File: src/rtl/serializer_gearbox_pkg.sv
// rtl/serializer_gearbox_pkg.sv - shared constants, types and helpers for the serializer gearbox (optional PRBS: SERIALIZER_GEARBOX_PRBS_EN)
package serializer_gearbox_pkg;

    // TMDS control tokens; CTRL_00 is the usual idle filler
    localparam logic [9:0] CTRL_00 = 10'b1101010100;
    localparam logic [9:0] CTRL_01 = 10'b0010101011;
    localparam logic [9:0] CTRL_10 = 10'b0101010100;
    localparam logic [9:0] CTRL_11 = 10'b1010101011;

    typedef enum logic {
        HOLD_EMPTY = 1'b0,
        HOLD_FULL  = 1'b1
    } hold_state_t;

    function automatic int beats(input int width, input int bpc);
        return width / bpc;
    endfunction

    // One step of x^7 + x^6 + 1; the new bit enters at bit 0 and is the output bit
    function automatic logic [6:0] prbs7_step(input logic [6:0] s);
        return {s[5:0], s[6] ^ s[5]};
    endfunction

endpackage

File: src/rtl/serializer_gearbox_if.sv
// rtl/serializer_gearbox_if.sv - parallel word handshake shared by all lanes
interface serializer_gearbox_if #(
    parameter int CHANNELS = 3,
    parameter int WIDTH    = 10
);
    logic                      i_valid;
    logic                      o_ready;
    logic [CHANNELS*WIDTH-1:0] i_data;

    modport master (output i_valid, output i_data, input o_ready);
    modport slave  (input i_valid, input i_data, output o_ready);
endinterface

File: src/rtl/serializer_gearbox_lane.sv
// rtl/serializer_gearbox_lane.sv - one lane: load mux, shift register and bit ordering (optional PRBS: SERIALIZER_GEARBOX_PRBS_EN)
module serializer_gearbox_lane
    import serializer_gearbox_pkg::*;
#(
    parameter int               WIDTH        = 10,
    parameter int               BITS_PER_CLK = 2,
    parameter int               LSB_FIRST    = 1,
    parameter int               LANE         = 0,
    parameter logic [WIDTH-1:0] IDLE_WORD    = WIDTH'(CTRL_00)
) (
    input  logic                    clk,
    input  logic                    rst,
    input  logic                    load,
    input  logic [WIDTH-1:0]        load_word,
`ifdef SERIALIZER_GEARBOX_PRBS_EN
    input  logic                    prbs_en,
`endif
    output logic [BITS_PER_CLK-1:0] data
);

    // shreg holds only the bits not yet sent; data is the beat currently on the wire
    logic [WIDTH-1:0] shreg;
    logic [WIDTH-1:0] word_sel;

    // Earliest-in-time bit of a beat always lands on data[0]
    function automatic logic [BITS_PER_CLK-1:0] front(input logic [WIDTH-1:0] w);
        logic [BITS_PER_CLK-1:0] f;
        for (int j = 0; j < BITS_PER_CLK; j++)
            f[j] = (LSB_FIRST != 0) ? w[j] : w[WIDTH-1-j];
        return f;
    endfunction

    function automatic logic [WIDTH-1:0] advance(input logic [WIDTH-1:0] w);
        return (LSB_FIRST != 0) ? (w >> BITS_PER_CLK) : (w << BITS_PER_CLK);
    endfunction

`ifdef SERIALIZER_GEARBOX_PRBS_EN
    logic [6:0]       lfsr;
    logic [6:0]       lfsr_next;
    logic [WIDTH-1:0] prbs_word;

    // Generate a whole word of PRBS7; word bit i is the i-th generated bit
    always_comb begin
        lfsr_next = lfsr;
        prbs_word = '0;
        for (int i = 0; i < WIDTH; i++) begin
            lfsr_next    = prbs7_step(lfsr_next);
            prbs_word[i] = lfsr_next[0];
        end
    end

    // Generator only advances when its word is actually loaded
    always_ff @(posedge clk) begin
        if (rst)
            lfsr <= 7'(7'h01 + LANE);
        else if (load && prbs_en)
            lfsr <= lfsr_next;
    end

    assign word_sel = prbs_en ? prbs_word : load_word;
`else
    assign word_sel = load_word;
`endif

    // Load a fresh word on the last beat, otherwise shift toward the transmit end
    always_ff @(posedge clk) begin
        if (rst) begin
            shreg <= IDLE_WORD;
            data  <= '0;
        end else if (load) begin
            shreg <= advance(word_sel);
            data  <= front(word_sel);
        end else begin
            shreg <= advance(shreg);
            data  <= front(shreg);
        end
    end

endmodule

File: src/rtl/serializer_gearbox.sv
// rtl/serializer_gearbox.sv - multi-lane N:1 gearbox with hold buffer and idle insertion (optional PRBS: SERIALIZER_GEARBOX_PRBS_EN)
module serializer_gearbox
    import serializer_gearbox_pkg::*;
#(
    parameter int               WIDTH        = 10,
    parameter int               CHANNELS     = 3,
    parameter int               BITS_PER_CLK = 2,
    parameter int               LSB_FIRST    = 1,
    parameter logic [WIDTH-1:0] IDLE_WORD    = WIDTH'(CTRL_00)
) (
    input  logic                             i_clk,
    input  logic                             i_rst,
    serializer_gearbox_if.slave              s_in,
`ifdef SERIALIZER_GEARBOX_PRBS_EN
    input  logic                             i_prbs_en,
`endif
    output logic [CHANNELS*BITS_PER_CLK-1:0] o_data,
    output logic                             o_word_start,
    output logic [15:0]                      o_underflow_cnt
);

    localparam int BEATS = beats(WIDTH, BITS_PER_CLK);
    localparam int BW    = (BEATS > 1) ? $clog2(BEATS) : 1;

    hold_state_t               state;
    hold_state_t               state_next;
    logic [BW-1:0]             beat;
    logic [CHANNELS*WIDTH-1:0] hold_data;
    logic                      load_now;
    logic                      ready;
    logic                      accept;
    logic                      prbs_active;

    assign load_now    = (beat == BW'(BEATS-1));
    assign s_in.o_ready = ready;

`ifdef SERIALIZER_GEARBOX_PRBS_EN
    assign prbs_active = i_prbs_en;
`else
    assign prbs_active = 1'b0;
`endif

    // Hold flag register
    always_ff @(posedge i_clk) begin
        if (i_rst)
            state <= HOLD_EMPTY;
        else
            state <= state_next;
    end

    // Ready depends only on registered state; a word in an empty hold waits for the next load
    always_comb begin
        state_next = state;
        ready      = 1'b0;
        accept     = 1'b0;
        if (!i_rst)
            ready = (state == HOLD_EMPTY) || load_now;
        accept = s_in.i_valid && ready;
        if (accept)
            state_next = HOLD_FULL;
        else if (load_now)
            state_next = HOLD_EMPTY;
    end

    // Hold buffer capture; contents only matter while the flag says FULL
    always_ff @(posedge i_clk) begin
        if (accept)
            hold_data <= s_in.i_data;
    end

    // Beat counter; reset parks it on the last beat so the first cycle out of reset loads
    always_ff @(posedge i_clk) begin
        if (i_rst)
            beat <= BW'(BEATS-1);
        else if (load_now)
            beat <= '0;
        else
            beat <= beat + BW'(1);
    end

    // Word start marks the beat right after a load
    always_ff @(posedge i_clk) begin
        if (i_rst)
            o_word_start <= 1'b0;
        else
            o_word_start <= load_now;
    end

    // Saturating count of loads that fell back to the idle token
    always_ff @(posedge i_clk) begin
        if (i_rst)
            o_underflow_cnt <= '0;
        else if (load_now && state == HOLD_EMPTY && !prbs_active && o_underflow_cnt != 16'hFFFF)
            o_underflow_cnt <= o_underflow_cnt + 16'd1;
    end

    for (genvar c = 0; c < CHANNELS; c++) begin : g_lane
        logic [WIDTH-1:0] lane_word;
        assign lane_word = (state == HOLD_FULL) ? hold_data[c*WIDTH +: WIDTH] : IDLE_WORD;

        serializer_gearbox_lane #(
            .WIDTH        (WIDTH),
            .BITS_PER_CLK (BITS_PER_CLK),
            .LSB_FIRST    (LSB_FIRST),
            .LANE         (c),
            .IDLE_WORD    (IDLE_WORD)
        ) u_lane (
            .clk       (i_clk),
            .rst       (i_rst),
            .load      (load_now),
            .load_word (lane_word),
`ifdef SERIALIZER_GEARBOX_PRBS_EN
            .prbs_en   (i_prbs_en),
`endif
            .data      (o_data[c*BITS_PER_CLK +: BITS_PER_CLK])
        );
    end

endmodule

File: src/flat_wrapper.sv
// flat-port wrapper written by rule: the top's interface ports become plain ports
module serializer_gearbox_flat import serializer_gearbox_pkg::*;
#(
    parameter int               WIDTH        = 10,
    parameter int               CHANNELS     = 3,
    parameter int               BITS_PER_CLK = 2,
    parameter int               LSB_FIRST    = 1,
    parameter logic [WIDTH-1:0] IDLE_WORD    = WIDTH'(CTRL_00)
)
  (i_clk, i_rst, o_data, o_word_start, o_underflow_cnt, s_in_i_valid, s_in_i_data, s_in_o_ready);
  serializer_gearbox_if #(.CHANNELS(CHANNELS), .WIDTH(WIDTH)) s_in_i ();
  input  logic i_clk;
  input  logic i_rst;
  output logic [CHANNELS*BITS_PER_CLK-1:0] o_data;
  output logic o_word_start;
  output logic [15:0] o_underflow_cnt;
  input wire logic [$bits(s_in_i.i_valid)-1:0] s_in_i_valid;
  input wire logic [$bits(s_in_i.i_data)-1:0] s_in_i_data;
  output wire logic [$bits(s_in_i.o_ready)-1:0] s_in_o_ready;
  assign s_in_i.i_valid = s_in_i_valid;
  assign s_in_i.i_data = s_in_i_data;
  assign s_in_o_ready = s_in_i.o_ready;
  serializer_gearbox #(.WIDTH(WIDTH), .CHANNELS(CHANNELS), .BITS_PER_CLK(BITS_PER_CLK), .LSB_FIRST(LSB_FIRST), .IDLE_WORD(IDLE_WORD)) u_core (.i_clk(i_clk), .i_rst(i_rst), .s_in(s_in_i), .o_data(o_data), .o_word_start(o_word_start), .o_underflow_cnt(o_underflow_cnt));
endmodule
File: config.mk
export PLATFORM = sky130hd
export DESIGN_NAME = serializer_gearbox_flat
export DESIGN_NICKNAME = d
export VERILOG_FILES = /design/src/rtl/serializer_gearbox_pkg.sv /design/src/rtl/serializer_gearbox_if.sv /design/src/rtl/serializer_gearbox_lane.sv /design/src/rtl/serializer_gearbox.sv /design/src/flat_wrapper.sv
export SDC_FILE = /design/constraint.sdc
export NUM_CORES = 1
export LEC_CHECK = 0
export ABC_AREA = 1
export ABC_CLOCK_PERIOD_IN_PS = 7900
export BUFFER_PORTS_ARGS = -buffer_cell sky130_fd_sc_hd__buf_2
export CAP_MARGIN = 20
export CORE_ASPECT_RATIO = 1.75
export CORE_MARGIN = 4
export CORE_UTILIZATION = 40
export CTS_CLUSTER_SIZE = 25
export DETAILED_ROUTE_END_ITERATION = 8
export SYNTH_ARGS = -nofsm -noshare
export SYNTH_HDL_FRONTEND = slang
export SYNTH_SLANG_ARGS = --single-unit
File: constraint.sdc
create_clock -name i_clk -period 7.9 [get_ports i_clk]
set_input_delay 1.58 -clock i_clk [delete_from_list [all_inputs] [get_ports i_clk]]
set_output_delay 1.58 -clock i_clk [all_outputs]
set_load 0.1 [all_outputs]
Yosys cells after proc, flatten, opt, wreduce, memory -nomap -nowiden
Index checks and enable logic that the tools add are counted.
W data, S select, Z words.
{ "op_classes": {"add_sub_neg": 2, "multipliers": 0, "n_div": 0, "n_lt_le_gt_ge": 0, "eq_ne": 2, "shift": 0, "n_mux": 13, "bitwise_logic": 1, "reduce_logical": 6} }
{ "ops": {"columns": ["op", "count"], "rows": [
  ["$mux W10", 3],
  ["$mux W8", 3],
  ["$add A16 B1 Y16 const B", 1],
  ["$ne A16 B16 Y1 const B", 1],
  ["$mux W2", 3],
  ["$add A3 B1 Y3 const B", 1],
  ["$eq A3 B3 Y1 const B", 1],
  ["$logic_and A1 B1 Y1", 3],
  ["$mux W1", 3],
  ["$mux W3", 1],
  ["$reduce_bool A2 Y1", 1],
  ["$reduce_or A2 Y1", 1],
  ["$logic_or A1 B1 Y1", 1],
  ["$not A1 Y1", 1]
]} }
{ "totals": {"ff_bits": 87, "latchBits": 0, "ram_bits": 0, "romBits": 0, "inputBits": 33, "output_inout_bits": 24, "elab_cells": 36, "n_memories": 0} }

Depth between registers and ports, before layout
{ "depth": {"word_depth": 5, "ltp_mapped": 10} }

Cells and area by module
From an unflattened synthesis, not the netlist that was laid out.
{ "hier_totals": {"hier_cells": 378, "hier_area_um2": 3350.7} }
{ "modules_own_cells": {"columns": ["module", "instances", "cells_per_inst", "area_each_um2", "seq_area_each_um2"], "rows": [
  ["serializer_gearbox", 1, 249, 2258.4, 1321.3],
  ["serializer_gearbox_lane", 3, 43, 364.1, 220.2]
]} }

Worst setup path before layout
OpenSTA, ideal clock, no wires.
{ "synth_path": {"path_kind": "input-to-output", "startpoint": "input i_rst", "endpoint": "output s_in_o_ready", "arrival_time_ns": 2.833, "t_required_ns": 6.320, "path_slack_ns": 3.487, "cell_stages": 1, "path_buffers": 0, "cell_sequence": "nor2_1"} }
{ "synth_between": {"elab_chain_len": 1} }
{ "synth_rtl": {"columns": ["element", "line_no", "source"], "rows": [
  ["from (decl)", "flat_wrapper.sv:13", "input logic i_rst;"],
  ["$mux W1", "serializer_gearbox.sv:56", "if (!i_rst)"],
  ["to (decl)", "flat_wrapper.sv:19", "output wire logic [$bits(s_in_i.o_ready)-1:0] s_in_o_ready;"]
]} }
No other way between the ends.

Worst setup path in the final report
Same ends and word-level chain as after synthesis.

==> flow_metrics.tcl <==
set metrics [dict create \
    post_cts_buffers 0 \
    critPathCaptureType "output port" \
    layout-drive-gt1-share_pct 25.3 \
    clk_pin_slew_ns 0.05 \
    max_slew_margin_pct 41.9 \
    worst_path_dominant_cell_family "buffers and inverters" \
    finalHoldViolCount 0 \
    timing.final.ws_setup_ns 4.06 \
    topRoutingLayerUsed "met4" \
    global_route_wire_length_before_repair_mm 9.86 \
    synth_top_family_by_area "simple AND/OR/NAND/NOR gates" \
    post_synthesis_share_of_cell_area_spent_on_xor_and_xnor_gates_pct 0.283 \
    synthesized_area_fraction_occupied_by_adder_cells_pct 1.21 \
    detailed_router_iteration_count_before_antenna_repair 4 \
    floorplan.rows 42 \
    antenna_found_initial 0 \
    setup-tns-final_ns 0 \
    syn2layout_area_growth_pct 19.8 \
    synth_nets 334 \
    synthesized_area_fraction_occupied_by_ao_oa_aoi_and_oai_cells_pct 10.3 \
    drt_first_iter_violations 92 \
    route.vias.total 2263 \
    vdd_drop_max_mv 0.153 \
    design.die.area_mm2 0.00927 \
    cts-resized-gates 0 \
    crit_path_max_fo 8 \
    slowest_cell_on_crit_path "buf_2" \
    skew_ns 0.00532 \
    initial_core_util_pct 40.9 \
    synth.avg_cell_area_um2 10.4 \
    routed_via_density 5.02 \
    most_common_library_cell_in_the_layout_ignoring_fill_and_taps "buf_2" \
    timing.critical_path.mode_cell "buf_2" \
    wl_met2_mm 3.38 \
    cts_root_buffer "clkbuf_16" \
    hpwlAfterDp_mm 4.41 \
    ys_async_sr_fraction_pct 0 \
    worst_slew_pin_tran_ns 0.870 \
    timing.critical_path.cells "buf_2 -> nor2_1 -> buf_2" \
    clkSinkCount 82 \
    timing_worst_setup_path_type "input pin to output port" \
    dieHeight_um 124 \
    synthCells 298 \
    finalCritPeriodShare_pct 48.6 \
    boundaryPins 57 \
    floorplan.core_area_mm2 0.00757 \
    global_route.usage.total_pct 14.2 \
    postSynthRegisterBits 82 \
    cts_made_buffers 9 \
    yosys.cell_types.count 27 \
    synth_mux_area_share_pct 0 \
    final_period_minus_worst_setup_slack_ns 3.84 \
    diodes_inserted 0 \
    drt_drc_violations_left 0 \
    route.met3.wl_um 277 \
    cts_tree "yes" \
    postRouteAntennaNets 0 \
    most-common-layout-cells "buf_2, dfxtp_1, nand2_1, nor2_1, edfxtp_1" \
    power.static_leakage_uw 0.00154 \
    global_route_total_overflow 0 \
    critical_path.n_buffers_inverters 2 \
    preCtsSetupSlack_ns 4.05 \
    buffer_ports.inserted 56 \
    post-route-util_pct 49.0 \
    synth_simple_gate_area_share_pct 20.7 \
    ys.flop_type "dfxtp_1" \
    timing.final.setup_violations 0 \
    yosysWarningCount 0 \
    route.detailed.wl_per_inst_um 13.6 \
    ctsHtreeMaxLevel 3 \
    grt_start_max_net_pins 30 \
    finalWeightedCongestion 0.863 \
    timing.hold.worst.class "register to register" \
    power_per_cell_area_mw_per_mm2 284 \
    drt_wl_total_mm 6.14 \
    wl_met1_mm 2.36 \
    grt_pass1_vias 2104 \
    cp_slowest_stage_delay_ns 0.43 \
    synth_area_mm2 0.00310 \
    clk_latency_ns 0.32 \
    dieWidth_um 74.5 \
    cts_hold_buffers 0 \
    cts_max_path_buffers 2 \
    synth-edff-count 30 \
    finalMaxSlewViolations 0 \
    max_freq_ghz 0.260 \
    status "finished clean" \
    max_cap_viol_count 0 \
    finish.cell_count_without_fillers 451 \
    rsz0062_at_grt "false" \
    worstPathArrival_ns 2.26 \
    reg2reg_setup_slack_ns 5.84 \
    ys_seq_area_share_pct 62.7 \
    nNetsFinal 394 \
    worst_ep_required_time_ns 6.32 \
    timing.critical_path.from_type "input pin" \
    placed_cells 435 \
]
==> metal layers <==
metal	vias to the layer above	global-route usage (%)
met5	-	0
met4	0	7.23
met3	9	3.80
met2	51	24.0
met1	1061	15.6
li1	1142	-
==> through the flow <==
step	area, um^2	power (uW)	hold slack [ns]
2_1_floorplan	3100	665	0.396
3_3_place_gp	3460	704	0.420
3_5_place_dp	3460	708	0.424
4_1_cts	3710	1070	0.439
5_1_grt	3710	1110	0.449
6_report	3710	1050	0.435
==> flip-flops by register name, summed over array words and instances, names as in the netlist <==
signal                      flops
u_core.state                    1
u_core.g_lane.u_lane.shreg     25
u_core.o_underflow_cnt         16
u_core.hold_data               30
u_core.g_lane.u_lane.data       6
u_core.o_word_start             1
u_core.beat                     3
==> layout make-up <==
type	instances	area [um^2]
Timing Repair Buffer	58	295
Sequential cell	82	1940
Tap cell	88	110
Fill cell	736	3860
Inverter	26	97.6
Clock buffer	15	248
Clock inverter	1	5.00
Multi-Input combinational cell	181	1010
==> worst reg2reg max path, delay by kind of cell, from the launching register on <==
family	cells	cell delay [ns]
buf+inv	2	0.64
flops	1	0.73
simple gates	2	0.39
==> cell usage after synthesis, types with 2 or more instances <==
cell      instances  area [um^2]
a21oi_1          12         60.1
a32o_1           15          150
buf_2             6         30.0
clkbuf_1          2         7.51
dfxtp_1          52         1040
edfxtp_1         30          901
ha_1              3         37.5
inv_1            18         67.6
inv_2             7         26.3
nand2_1          47          176
nand2_2           5         31.3
nand3_1          23          115
nand3b_1          2         15.0
nand4_1           2         12.5
nor2_1           42          158
nor2_2            4         25.0
nor2_4            4         45.0
o21ai_0          10         50.1
o32a_1            6         60.1
==> final timing paths <==
check / startpoint / depth (start not counted) / end
setup / recovery: i_rst / 3 / s_in_o_ready
hold / removal: u_core.g_lane[2].u_lane.shreg[3] / 1 / u_core.g_lane[2].u_lane.shreg[1]
setup reg to reg: u_core.state / 4 / u_core.hold_data[21]
hold reg to reg: u_core.g_lane[2].u_lane.shreg[3] / 1 / u_core.g_lane[2].u_lane.shreg[1]
==> power by group <==
part,internal [uW],switching [uW],total (uW)
registers,487,21.0,508
clock network,213,145,358
logic,46.4,142,189
==> cells by family after synthesis <==
| family | after synthesis |
|---|---|
| AO/OA/AOI/OAI | 43 |
| XOR/XNOR | 1 |
| adder cells (fa/ha/maj) | 3 |
| buffers and inverters | 35 |
| flip-flops | 82 |
| AND/OR/NAND/NOR | 134 |
No activity file was read; power rests on OpenSTA's default activity.
